### src/rtl/elevator_group_dispatcher.sv
// elevator_group_dispatcher
//   Latches hall calls into up/down pending registers. It scans them round-robin
//   from a fairness pointer and offers one call at a time to the nearest idle car.
//
// Ports
//   clk, reset            rising-edge clock; asynchronous active-high reset
//   hall_up_req           up-button requests, bit n = floor n
//   hall_down_req         down-button requests, bit n = floor n
//   car0_floor/car1_floor current floor of each car
//   car_idle[i]           car i can take an assignment
//   car_ack[i]            car i accepts the call currently offered to it
//   assign_valid[i]       call offered to car i (one-hot or zero)
//   assign_floor          floor of the offered call
//   assign_up             direction of the offered call, 1 = up
//   up_lamp/down_lamp     pending up/down calls
//   timeout_err           one-cycle pulse when an offer expires unacknowledged
//   fsm_state             dispatcher state, for observation only
//
// Handshake: assign_valid[i] stays high with assign_floor/assign_up stable until
// the cycle in which car_ack[i] is high (transfer on that rising edge). It also
// ends when car i drops car_idle, or when the offer times out. Acks from the car
// not being offered to have no effect.
module elevator_group_dispatcher #(
    parameter int NUM_FLOORS  = 4,
    parameter int FLOOR_BITS  = 2,
    parameter int ACK_TIMEOUT = 16
) (
    input  logic                  clk,
    input  logic                  reset,
    input  logic [NUM_FLOORS-1:0] hall_up_req,
    input  logic [NUM_FLOORS-1:0] hall_down_req,
    input  logic [FLOOR_BITS-1:0] car0_floor,
    input  logic [FLOOR_BITS-1:0] car1_floor,
    input  logic [1:0]            car_idle,
    input  logic [1:0]            car_ack,
    output logic [1:0]            assign_valid,
    output logic [FLOOR_BITS-1:0] assign_floor,
    output logic                  assign_up,
    output logic [NUM_FLOORS-1:0] up_lamp,
    output logic [NUM_FLOORS-1:0] down_lamp,
    output logic                  timeout_err,
    output logic [1:0]            fsm_state
);
    localparam int SLOTS = 2 * NUM_FLOORS;
    localparam int PW    = FLOOR_BITS + 1;

    localparam logic [1:0] S_IDLE  = 2'd0;
    localparam logic [1:0] S_PICK  = 2'd1;
    localparam logic [1:0] S_OFFER = 2'd2;

    logic [1:0]            state;
    logic [PW-1:0]         ptr;
    logic [NUM_FLOORS-1:0] up_pend;
    logic [NUM_FLOORS-1:0] down_pend;
    logic [PW-1:0]         off_slot;
    logic                  off_car;
    logic [7:0]            cnt;

    // Slot vector: up calls in the low half, down calls in the high half.
    logic [SLOTS-1:0]      pend_vec;
    logic                  found;
    logic [PW-1:0]         pick_slot;
    logic [PW:0]           sum;
    logic [PW-1:0]         idx;
    logic [PW-1:0]         floor_wide;
    logic [FLOOR_BITS-1:0] pick_floor;
    logic                  pick_up;
    logic [FLOOR_BITS-1:0] d0;
    logic [FLOOR_BITS-1:0] d1;
    logic                  pick_car;
    logic [PW-1:0]         next_slot;
    logic                  ack_hit;
    logic                  chosen_idle;
    logic [SLOTS-1:0]      clr_vec;

    assign pend_vec = {down_pend, up_pend};

    // First pending slot at or after ptr, wrapping modulo SLOTS.
    always_comb begin
        found     = 1'b0;
        pick_slot = '0;
        sum       = '0;
        idx       = '0;
        for (int i = 0; i < SLOTS; i++) begin
            sum = {1'b0, ptr} + (PW+1)'(i);
            if (sum >= (PW+1)'(SLOTS))
                sum = sum - (PW+1)'(SLOTS);
            idx = sum[PW-1:0];
            if (!found && pend_vec[idx]) begin
                found     = 1'b1;
                pick_slot = idx;
            end
        end
    end

    always_comb begin
        pick_up    = (pick_slot < PW'(NUM_FLOORS));
        floor_wide = pick_up ? pick_slot : (pick_slot - PW'(NUM_FLOORS));
        pick_floor = floor_wide[FLOOR_BITS-1:0];
        d0 = (car0_floor >= pick_floor) ? (car0_floor - pick_floor) : (pick_floor - car0_floor);
        d1 = (car1_floor >= pick_floor) ? (car1_floor - pick_floor) : (pick_floor - car1_floor);
        // Car 1 only when it is the sole idle car or strictly closer; ties go to car 0.
        if (car_idle == 2'b10)
            pick_car = 1'b1;
        else if (car_idle == 2'b01)
            pick_car = 1'b0;
        else
            pick_car = (d1 < d0);
    end

    assign next_slot   = (off_slot == PW'(SLOTS - 1)) ? '0 : off_slot + 1'b1;
    assign ack_hit     = (state == S_OFFER) && car_ack[off_car];
    assign chosen_idle = car_idle[off_car];
    // An accepted call is cleared even if its button is pressed again in the same cycle.
    assign clr_vec     = ack_hit ? (SLOTS'(1) << off_slot) : '0;

    assign assign_valid = (state != S_OFFER) ? 2'b00 : (off_car ? 2'b10 : 2'b01);
    assign up_lamp      = up_pend;
    assign down_lamp    = down_pend;
    assign fsm_state    = state;

    always_ff @(posedge clk or posedge reset) begin
        if (reset) begin
            state        <= S_IDLE;
            ptr          <= '0;
            up_pend      <= '0;
            down_pend    <= '0;
            off_slot     <= '0;
            off_car      <= 1'b0;
            assign_floor <= '0;
            assign_up    <= 1'b0;
            cnt          <= '0;
            timeout_err  <= 1'b0;
        end else begin
            up_pend     <= (up_pend | hall_up_req) & ~clr_vec[NUM_FLOORS-1:0];
            down_pend   <= (down_pend | hall_down_req) & ~clr_vec[SLOTS-1:NUM_FLOORS];
            timeout_err <= 1'b0;
            case (state)
                S_IDLE: begin
                    if ((|pend_vec) && (|car_idle))
                        state <= S_PICK;
                end
                S_PICK: begin
                    if (found && (|car_idle)) begin
                        off_slot     <= pick_slot;
                        off_car      <= pick_car;
                        assign_floor <= pick_floor;
                        assign_up    <= pick_up;
                        cnt          <= '0;
                        state        <= S_OFFER;
                    end else begin
                        state <= S_IDLE;
                    end
                end
                S_OFFER: begin
                    if (ack_hit) begin
                        ptr   <= next_slot;
                        cnt   <= '0;
                        state <= S_IDLE;
                    end else if (!chosen_idle) begin
                        // Car went busy: withdraw quietly and leave the pointer alone.
                        cnt   <= '0;
                        state <= S_IDLE;
                    end else if (cnt == 8'(ACK_TIMEOUT - 1)) begin
                        // Skip past the ignored call so the other calls still get served.
                        timeout_err <= 1'b1;
                        ptr         <= next_slot;
                        cnt         <= '0;
                        state       <= S_IDLE;
                    end else begin
                        cnt <= cnt + 8'd1;
                    end
                end
                default: state <= S_IDLE;
            endcase
        end
    end
endmodule

### config.mk
export PLATFORM = sky130hd
export DESIGN_NAME = elevator_group_dispatcher
export DESIGN_NICKNAME = d
export VERILOG_FILES = /design/src/rtl/elevator_group_dispatcher.sv
export SDC_FILE = /design/constraint.sdc
export NUM_CORES = 1
export LEC_CHECK = 0
export CAP_MARGIN = 20
export CORE_MARGIN = 2
export CORE_UTILIZATION = 50
export DETAILED_ROUTE_END_ITERATION = 8
export GPL_TIMING_DRIVEN = 0
export MAX_ROUTING_LAYER = met4
export PLACE_DENSITY_LB_ADDON = 0.05
export RECOVER_POWER = 100
export SLEW_MARGIN = 10
export SYNTH_ARGS = -nofsm -noshare
export SYNTH_HDL_FRONTEND = slang
export SYNTH_SLANG_ARGS = --single-unit
### constraint.sdc
create_clock -name clk -period 4.48 [get_ports clk]
set_input_delay 0.448 -clock clk [delete_from_list [all_inputs] [get_ports clk]]
set_output_delay 0.448 -clock clk [all_outputs]
set_load 0.02 [all_outputs]
* Yosys cells after proc, flatten, opt, wreduce, memory -nomap -nowiden
Cells that the tools add are included.
Widths: inputs -> output; s select.
** Storage, ports and cells
- Register bits :: 29
- Latch bits :: 0
- RAM bits :: 0
- Bits in read-only memories :: 0
- Word-level logic and storage cells :: 168
- Memories :: 0
** Operators by class
- $add $sub $neg :: 22
- Multipliers :: 0
- Div/mod/pow operators :: 0
- Magnitude comparators :: 21
- Equal/unequal tests :: 10
- Shift operators :: 1
- Multiplexer cells :: 71
- Bitwise logic cells :: 6
- Reductions and logical operators :: 27
** Operator list (number)
- $mux 3 :: 20
- $mux 8 :: 5
- $lt 3x4->1 const B :: 8
- $ge 4x4->1 const B :: 7
- $mux 1 :: 26
- $bmux 1 s3 :: 8
- $sub 3x1->3 const B :: 8
- $mux 2 :: 10
- $add 3x3->4 const B :: 4
- $pmux 8 s2 :: 1
- $logic_and 1x1->1 :: 10
- $add 3x2->4 const B :: 2
- $add 8x1->8 const B :: 1
- $and 4x4->4 :: 2
- $eq 8x4->1 const B :: 1
- $not 4->4 :: 2
- $or 4x4->4 :: 2
- $reduce_or 8->1 :: 1
- $shl 1x3->8 const A :: 1
- $sub 2x2->2 :: 4
- $logic_not 1->1 :: 7
- $ne 2x2->1 const B :: 3
- $pmux 2 s3 :: 1
- $reduce_and 2->1 :: 3
- 16 further kinds :: 21

* Longest topological paths before layout
Gate-level depths: netlist (run 1).
- Word-level depth :: 33
- Mapped depth :: 21
- Mapped depth without buffers :: 18

* Worst setup path after synthesis (run 1)
No wires, ideal clock.
- Path type :: register to register
- From :: register ptr[0]
- To :: register off_car
- Data arrival time :: 4.205 ns
- Data required time :: 4.341 ns
- Setup slack :: 0.136 ns
- Cell stages (with the launch flop) :: 20
- Clock period less this slack :: 4.344 ns
- Cell sequence :: dfrtp_1 > buf_6 > buf_2 > inv_1 > ha_1 > buf_4 > mux4_2 > mux2_4 > or2_4 > o311a_1 > a31oi_2 > ha_1 > inv_1 > fa_1 > o211ai_1 > o311a_1 > ha_1 > o21ai_0 > a2bb2oi_1 > o21ai_0
** On the way
- Word-level cells in the longest chain between the ends :: 33
- Elaborated cells on any way between the ends :: 93
- Those cells by class :: add/sub (20); order compare (12); mux (45); reduce/logical (16)
** Ends and longest elaborated chain
- from (decl) :: line 52 : logic [PW-1:0] ptr;
- from (signal assigned) :: line 157 : ptr <= next_slot;
- from (signal assigned) :: line 167 : ptr <= next_slot;
- branches (longest 25 deep; another with $add 3x1->4)
- $mux 3 (*) :: line 89 : if (!found && pend_vec[idx]) begin
- $lt 3x3->1 / $sub 2x1->2 (equally long branches) :: line 97, 98
- $mux 2 (*) :: line 98 : floor_wide = pick_up ? pick_slot : (pick_slot - PW'(NUM_FLOORS));
- named net floor_wide[0] :: line 65 : logic [PW-1:0] floor_wide;
- $sub 2x2->2 (tied with other cells) :: line 101 : d1 = (car1_floor >= pick_floor) ? (car1_floor - pick_floor) : (pick_floor - car1_floor);
- $mux 2, on equally long branches :: line 101, 100
- $lt 2x2->1 (*) :: line 108 : pick_car = (d1 < d0);
- $mux 1 (*) :: line 105 : else if (car_idle == 2'b01)
- $mux 1 (*) :: line 103 : if (car_idle == 2'b10)
- to (signal assigned) :: line 146 : off_car <= pick_car;
- to (decl) :: line 56 : logic off_car;
Mark *: on every way through the listed nets, which the timed path passes. The select of a mux whose other input is x is not followed.
A chain may end at the register's enable or synchronous reset.

* Worst setup path after layout (run 1)
- From :: register ptr[1]
- To :: register off_car
The elaborated chain is that of the path after synthesis.

==> results of run 1 <==
==> registers in the layout, summed over array words and instances, names as in the netlist <==
signal,count
off_car,1
ptr,3
assign_floor,1
assign_up,1
up_lamp,4
fsm_state,2
down_lamp,4
cnt,8
off_slot,2
timeout_err,1
==> final timing paths <==
path | end | slack [ps] | startpoint | cells past startpoint
worst max-delay path | off_car | 180 | ptr[1] | 17
worst min-delay path | cnt[2] | 500 | cnt[2] | 1
worst max register to register | off_car | 180 | ptr[1] | 17
worst min register to register | cnt[2] | 500 | cnt[2] | 1
max in group asynchronous | assign_up | 2700 | reset | 3
min in group asynchronous | cnt[6] | 540 | reset | 2
==> power groups by stage <==
stage               combinational, uW  clock (uW)  sequential [uW]
detailed placement                978           0              374
CTS                              1040         140              370
floorplan                         720           0              379
global route                     1300         147              384
finish                           1180         136              374
global placement                  967           0              373
==> final cells by class <==
class                   count  area [um^2]
clock buffers               3         41.3
flip-flops and latches     27          676
plain buffers               8         75.1
multi-input cells         192         1590
well taps                  52         65.1
inverters                  20         82.6
repair buffers             55          492
clock inverters             1         5.00
fillers                   356         1420
==> repair_timing <==
action / CTS / global route
gates resized for setup: 6 / 13
gates cloned: 0 / 0
setup endpoints to repair: 1 / 1
pin swaps: 0 / 6
buffers inserted: 3 / 18
hold endpoints to repair: 0 / 0
==> placed cells by master (no fill, tap or decap), types with 3 or more instances in the layout <==
cell type        instances
a211oi_1                 3
a21oi_1                 10
a31oi_1                  5
and3_1                   3
buf_4                   23
clkbuf_8                 3
clkdlybuf4s50_1         15
dfrtp_1                 27
dlygate4sd3_1           18
ha_1                    15
inv_1                   17
mux2_2                   8
mux2i_1                  9
mux4_2                   9
nand2_1                 15
nand2b_1                 4
nand3_1                  4
nand4_1                  3
nor2_1                  35
nor3_1                   3
o21ai_0                 14
o21ai_1                  6
xor2_1                   3
==> metrics by stage <==
| step | setup TNS [ps] | std cells | util, % | power [uW] | hold WS [ps] |
|---|---|---|---|---|---|
| after floorplan | 0 | 248 | - | 1100 | 447 |
| after global placement | -308 | 333 | 61.7 | 1340 | 468 |
| after detailed placement | -316 | 333 | 61.7 | 1350 | 474 |
| after CTS | 0 | 340 | 64.1 | 1550 | 489 |
| final | 0 | 358 | 68.2 | 1690 | 497 |
| after global routing | -19.2 | 358 | 68.2 | 1840 | 529 |
==> worst reg2reg max path: stages (launching register included) <==
cell and delay, ps:
dfrtp_1 380, buf_6 150, clkinvlp_4 150, ha_4 320, mux4_2 530, mux2_4 290, or2_4 270, o311a_1 360
a31oi_4 190, ha_2 190, inv_1 50, fa_2 530, o21ai_0 80, o311a_1 130, ha_1 270, o21ai_0 70
a2bb2oi_1 120, o21ai_0 90
==> kinds of logic after synthesis <==
family / share of synthesized area (%)
XOR/XNOR: 1.87
AO/OA/AOI/OAI: 17.1
multiplexers: 21.2
AND/OR/NAND/NOR: 14.5
flip-flops: 28.8
adder cells (fa/ha/maj): 10.8
buffers and inverters: 5.76
==> layer usage <==
layer	share of wire, %	vias to the layer above	global-route usage (%)
met1	45	1031	30.5
li1	-	1021	-
met3	2.7	8	1.39
met5	0	-	-
met2	51	51	39.2
met4	0.82	0	5.56
==> flow_summary.ini, run 1 <==
[worst_setup_path]
worstPathCellList = buf_6, clkinvlp_4, ha_4, mux4_2, mux2_4, or2_4, o311a_1, a31oi_4, ha_2, inv_1, fa_2, o21ai_0, o311a_1, ha_1, o21ai_0, a2bb2oi_1, o21ai_0
endpoint_kind = register
cp_max_fo = 6
cp_common_cell = o21ai_0
crit_slowest_cell = mux4_2
arrival_ps = 4430
critPathKind = register to register
crit_required_ps = 4610
cp_top_family = adder cells
crit_buf_inv = 3
cpPeakStageDelay_ps = 530
start_kind = register

[timing]
hold_viol_final = 0
post-route-worst-setup-slack_ps = 175
maxSlewViolCount = 0
max_freq_mhz = 232
slew_headroom_pct = 31.1
finalCritPeriodShare_pct = 96.1
fin_crit_ps = 4300
tightest_slew_ps = 1030
skew_ps = 6.19
setup_viol = 0

[route]
ant_nets = 0
wl_per_cell_um = 16.1
vias = 2111
vias_per_cell = 5.90
first_iter_violations = 118
dr.pass1.iters = 4
drc = 0
wl_um = 5760

[synthesis]
synth.most_common_cell = nor2_1
ys_async_sr_fraction_pct = 100
synth_top_cell_area_share_pct = 28.8
syn_avg_cell_area_um2 = 9.46
ys_ff_latch = 27
seq_area_frac_synth_pct = 28.8
synthCells = 248
synth_top_flop_cell = dfrtp_1
yosysWarnings = 0
synth_common_cells = nor2_1 (35), dfrtp_1 (27), inv_1 (20)
ys_top_cells_by_area = dfrtp_1 (29%), ha_1 (9.1%), mux4_2 (8.6%)
netlist_area_mm2 = 0.00235
synth_cell_types = 51
synth-edff-count = 0
yosys.area.top_type = dfrtp_1
synth_fp_nets = 285

[power]
switching_share_pct = 43.5
p_int_uw = 958
power_density_mw_per_mm2 = 559
ir_drop_v = 0.000296
combPwrFrac_pct = 69.9
switchingPower_uw = 736
clock_power_share_pct = 8.0
p_leak_uw = 0.00125
seqPwrFrac_pct = 22.0

[run_status]
status = complete, no violations

[finish]
fin_area_mm2 = 0.00303
num-nets-final = 344
n_antenna_cell = 0
area_delta_synth_final_pct = 29.1
drive_gt1_share_pct = 21.2

[die]
die_width_um = 72.5
initial_core_util_pct = 52.8
dieArea_mm2 = 0.00526
io_pins = 34
coreArea_mm2 = 0.00444
die_h_um = 72.5
rows = 24

[clock_network]
holdBufCountCts = 0
clockBufferDepth = 2
numCtsBuffers = 3
cts_root_buf = clkbuf_8
cts_tree = built
cts.reportedPaths.clkPinSlew_ps = 90
clk-insertion-delay-late_ps = 270
htree_levels = 1
cts_num_sinks = 27

[place]
gp_congestion = 0.932
placed_area_mm2 = 0.00274
dp_hpwl_um = 4200
pre_cts_ws_ps = -316
portBuffers = 33

[global_routing]
grt_usage_pct = 23.1
grt_max_degree = 28
grt_pass1_wl_um = 9380
overflow = 0
grt_pass1_vias = 2010
antenna_found_initial = 0

[worst_hold_path]
hold_class = register to register

[flow_run]
cap_violations = 0
(Power assumes the default switching activity.)
==> run 2, diff against run 1 <==
--- a/config.mk
+++ b/config.mk
@@ -6,7 +6,6 @@
 export NUM_CORES = 1
 export LEC_CHECK = 0
 export CAP_MARGIN = 20
-export CORE_MARGIN = 2
 export CORE_UTILIZATION = 50
 export DETAILED_ROUTE_END_ITERATION = 8
 export GPL_TIMING_DRIVEN = 0
==> run 2 against run 1 <==
  * Count of clock-buffer cells in the layout rose by 1
  * Wire length barely moved
  * Critical path depth did not move
  * Hold slack got worse by 3.6 ps
  * Critical endpoint unchanged
==> flow_summary.ini, run 2 (same netlist as run 1, synthesis figures left out) <==
[finish]
area_delta_synth_final_pct = 26.9
post-route-util_pct = 67.0
largest_register_ffs = 8
top_register = cnt
fin_cells = 352
layout_commonest_cell = nor2_1
final_cell_mix = nor2_1 (35), dfrtp_1 (27), inv_1 (18)
n_antenna_cell = 0
drive_gt1_share_pct = 19.3
num-nets-final = 338

[worst_setup_path]
arrival_ps = 4510
r2r_cells = 17
crit_required_ps = 4620
worstSetupStartpoint = ptr[1]
start_kind = register
cp_max_fo = 6
endpoint_kind = register
r2r_slack_ps = 110
reg2reg_to = off_car
endpoint = off_car
worstReg2RegStart = ptr[1]
critPathKind = register to register

[route]
drc = 0
vias = 2091
wl_um = 5760
wl_per_cell_um = 16.4
dr.pass1.iters = 4
first_iter_violations = 130
vias_per_cell = 5.94
ant_nets = 0

[die]
die_width_um = 70.5
io_pins = 34
coreArea_mm2 = 0.00444
die_h_um = 70.5
initial_core_util_pct = 52.8
rows = 24
dieArea_mm2 = 0.00497

[clock_network]
clk-insertion-delay-late_ps = 270
htree_levels = 1
clockBufferDepth = 2
numCtsBuffers = 3
cts.reportedPaths.clkPinSlew_ps = 90
cts_tree = built
cts_root_buf = clkbuf_8
holdBufCountCts = 0
cts_num_sinks = 27

[power]
seqPwrFrac_pct = 22.5
p_leak_uw = 0.00124
p_int_uw = 933
clock_power_share_pct = 8.2
switching_share_pct = 43.9
combPwrFrac_pct = 69.3
switchingPower_uw = 729
power_uw = 1660
ir_drop_v = 0.000300
power_density_mw_per_mm2 = 558

[flow_run]
cap_violations = 0

[run_status]
status = complete, no violations

[global_routing]
grt_pass1_wl_um = 9290
grt_pass1_vias = 1972
antenna_found_initial = 0
grt_max_degree = 28
grt_usage_pct = 24.3
overflow = 0

[place]
gp_congestion = 0.887
dp.cells = 333
dp_hpwl_um = 4100
portBuffers = 33
pre_cts_ws_ps = -350

[timing]
max_freq_mhz = 229
slew_headroom_pct = 35.3
setup_viol = 0
tightest_slew_ps = 971
hold_viol_final = 0
maxSlewViolCount = 0
skew_ps = 5.02
fin_crit_ps = 4370
finalCritPeriodShare_pct = 97.5
post-route-worst-setup-slack_ps = 112
setup_tns_ps = 0

[worst_hold_path]
min_path_cells = 1
hold_class = register to register
## run 2: stage by stage
step | instance area (um^2) | hold WS [ps]
after floorplan | 2350 | 447
after global placement | 2740 | 472
after detailed placement | 2740 | 474
after CTS | 2860 | 489
after global routing | 2980 | 522
final | 2980 | 494
## run 2: worst max-delay path: stages (launching register included)
cell,delay (ps)
dfrtp_1,390
buf_6,140
clkinvlp_4,130
ha_4,320
mux4_2,520
mux2_4,310
or2_4,280
o311a_4,370
a31oi_4,190
ha_2,190
inv_1,40
fa_2,530
o21ai_0,90
o311a_1,130
ha_1,270
o21ai_0,80
a2bb2oi_1,150
o21ai_0,90
## run 2: metal layers
metal	vias up	GRT usage (%)	part of all wire [%]
met1	1024	30.9	45
met3	14	1.88	2.3
met2	49	41.6	51
li1	1004	-	-
met5	-	-	0
met4	0	7.03	1.6
## run 2: power by group through the flow
stage	Sequential, uW	Clock [uW]	Combinational (uW)
floorplan	379	0	720
global route	384	153	1260
finish	375	136	1150
detailed placement	380	0	980
CTS	375	140	1050
global placement	373	0	966
## run 2: layout make-up
type / count / area, um^2
repair buffers: 49 / 447
multi-input cells: 192 / 1600
well taps: 52 / 65.1
inverters: 20 / 82.6
clock buffers: 4 / 45.0
fillers: 357 / 1470
flip-flops and latches: 27 / 676
plain buffers: 8 / 66.3
## run 2: how the worst min path moves through the flow
stage           start     end
2_1_floorplan  cnt[2]  cnt[2]
3_3_place_gp   cnt[2]  cnt[2]
3_5_place_dp   cnt[2]  cnt[2]
4_1_cts        cnt[2]  cnt[2]
5_1_grt        cnt[2]  cnt[2]
6_report       cnt[2]  cnt[2]
## run 2: what timing repair did
action | 4_1_cts | 5_1_grt
setup endpoints to repair | 1 | 1
pin swaps | 0 | 2
gates resized for setup | 7 | 9
buffers inserted | 4 | 11
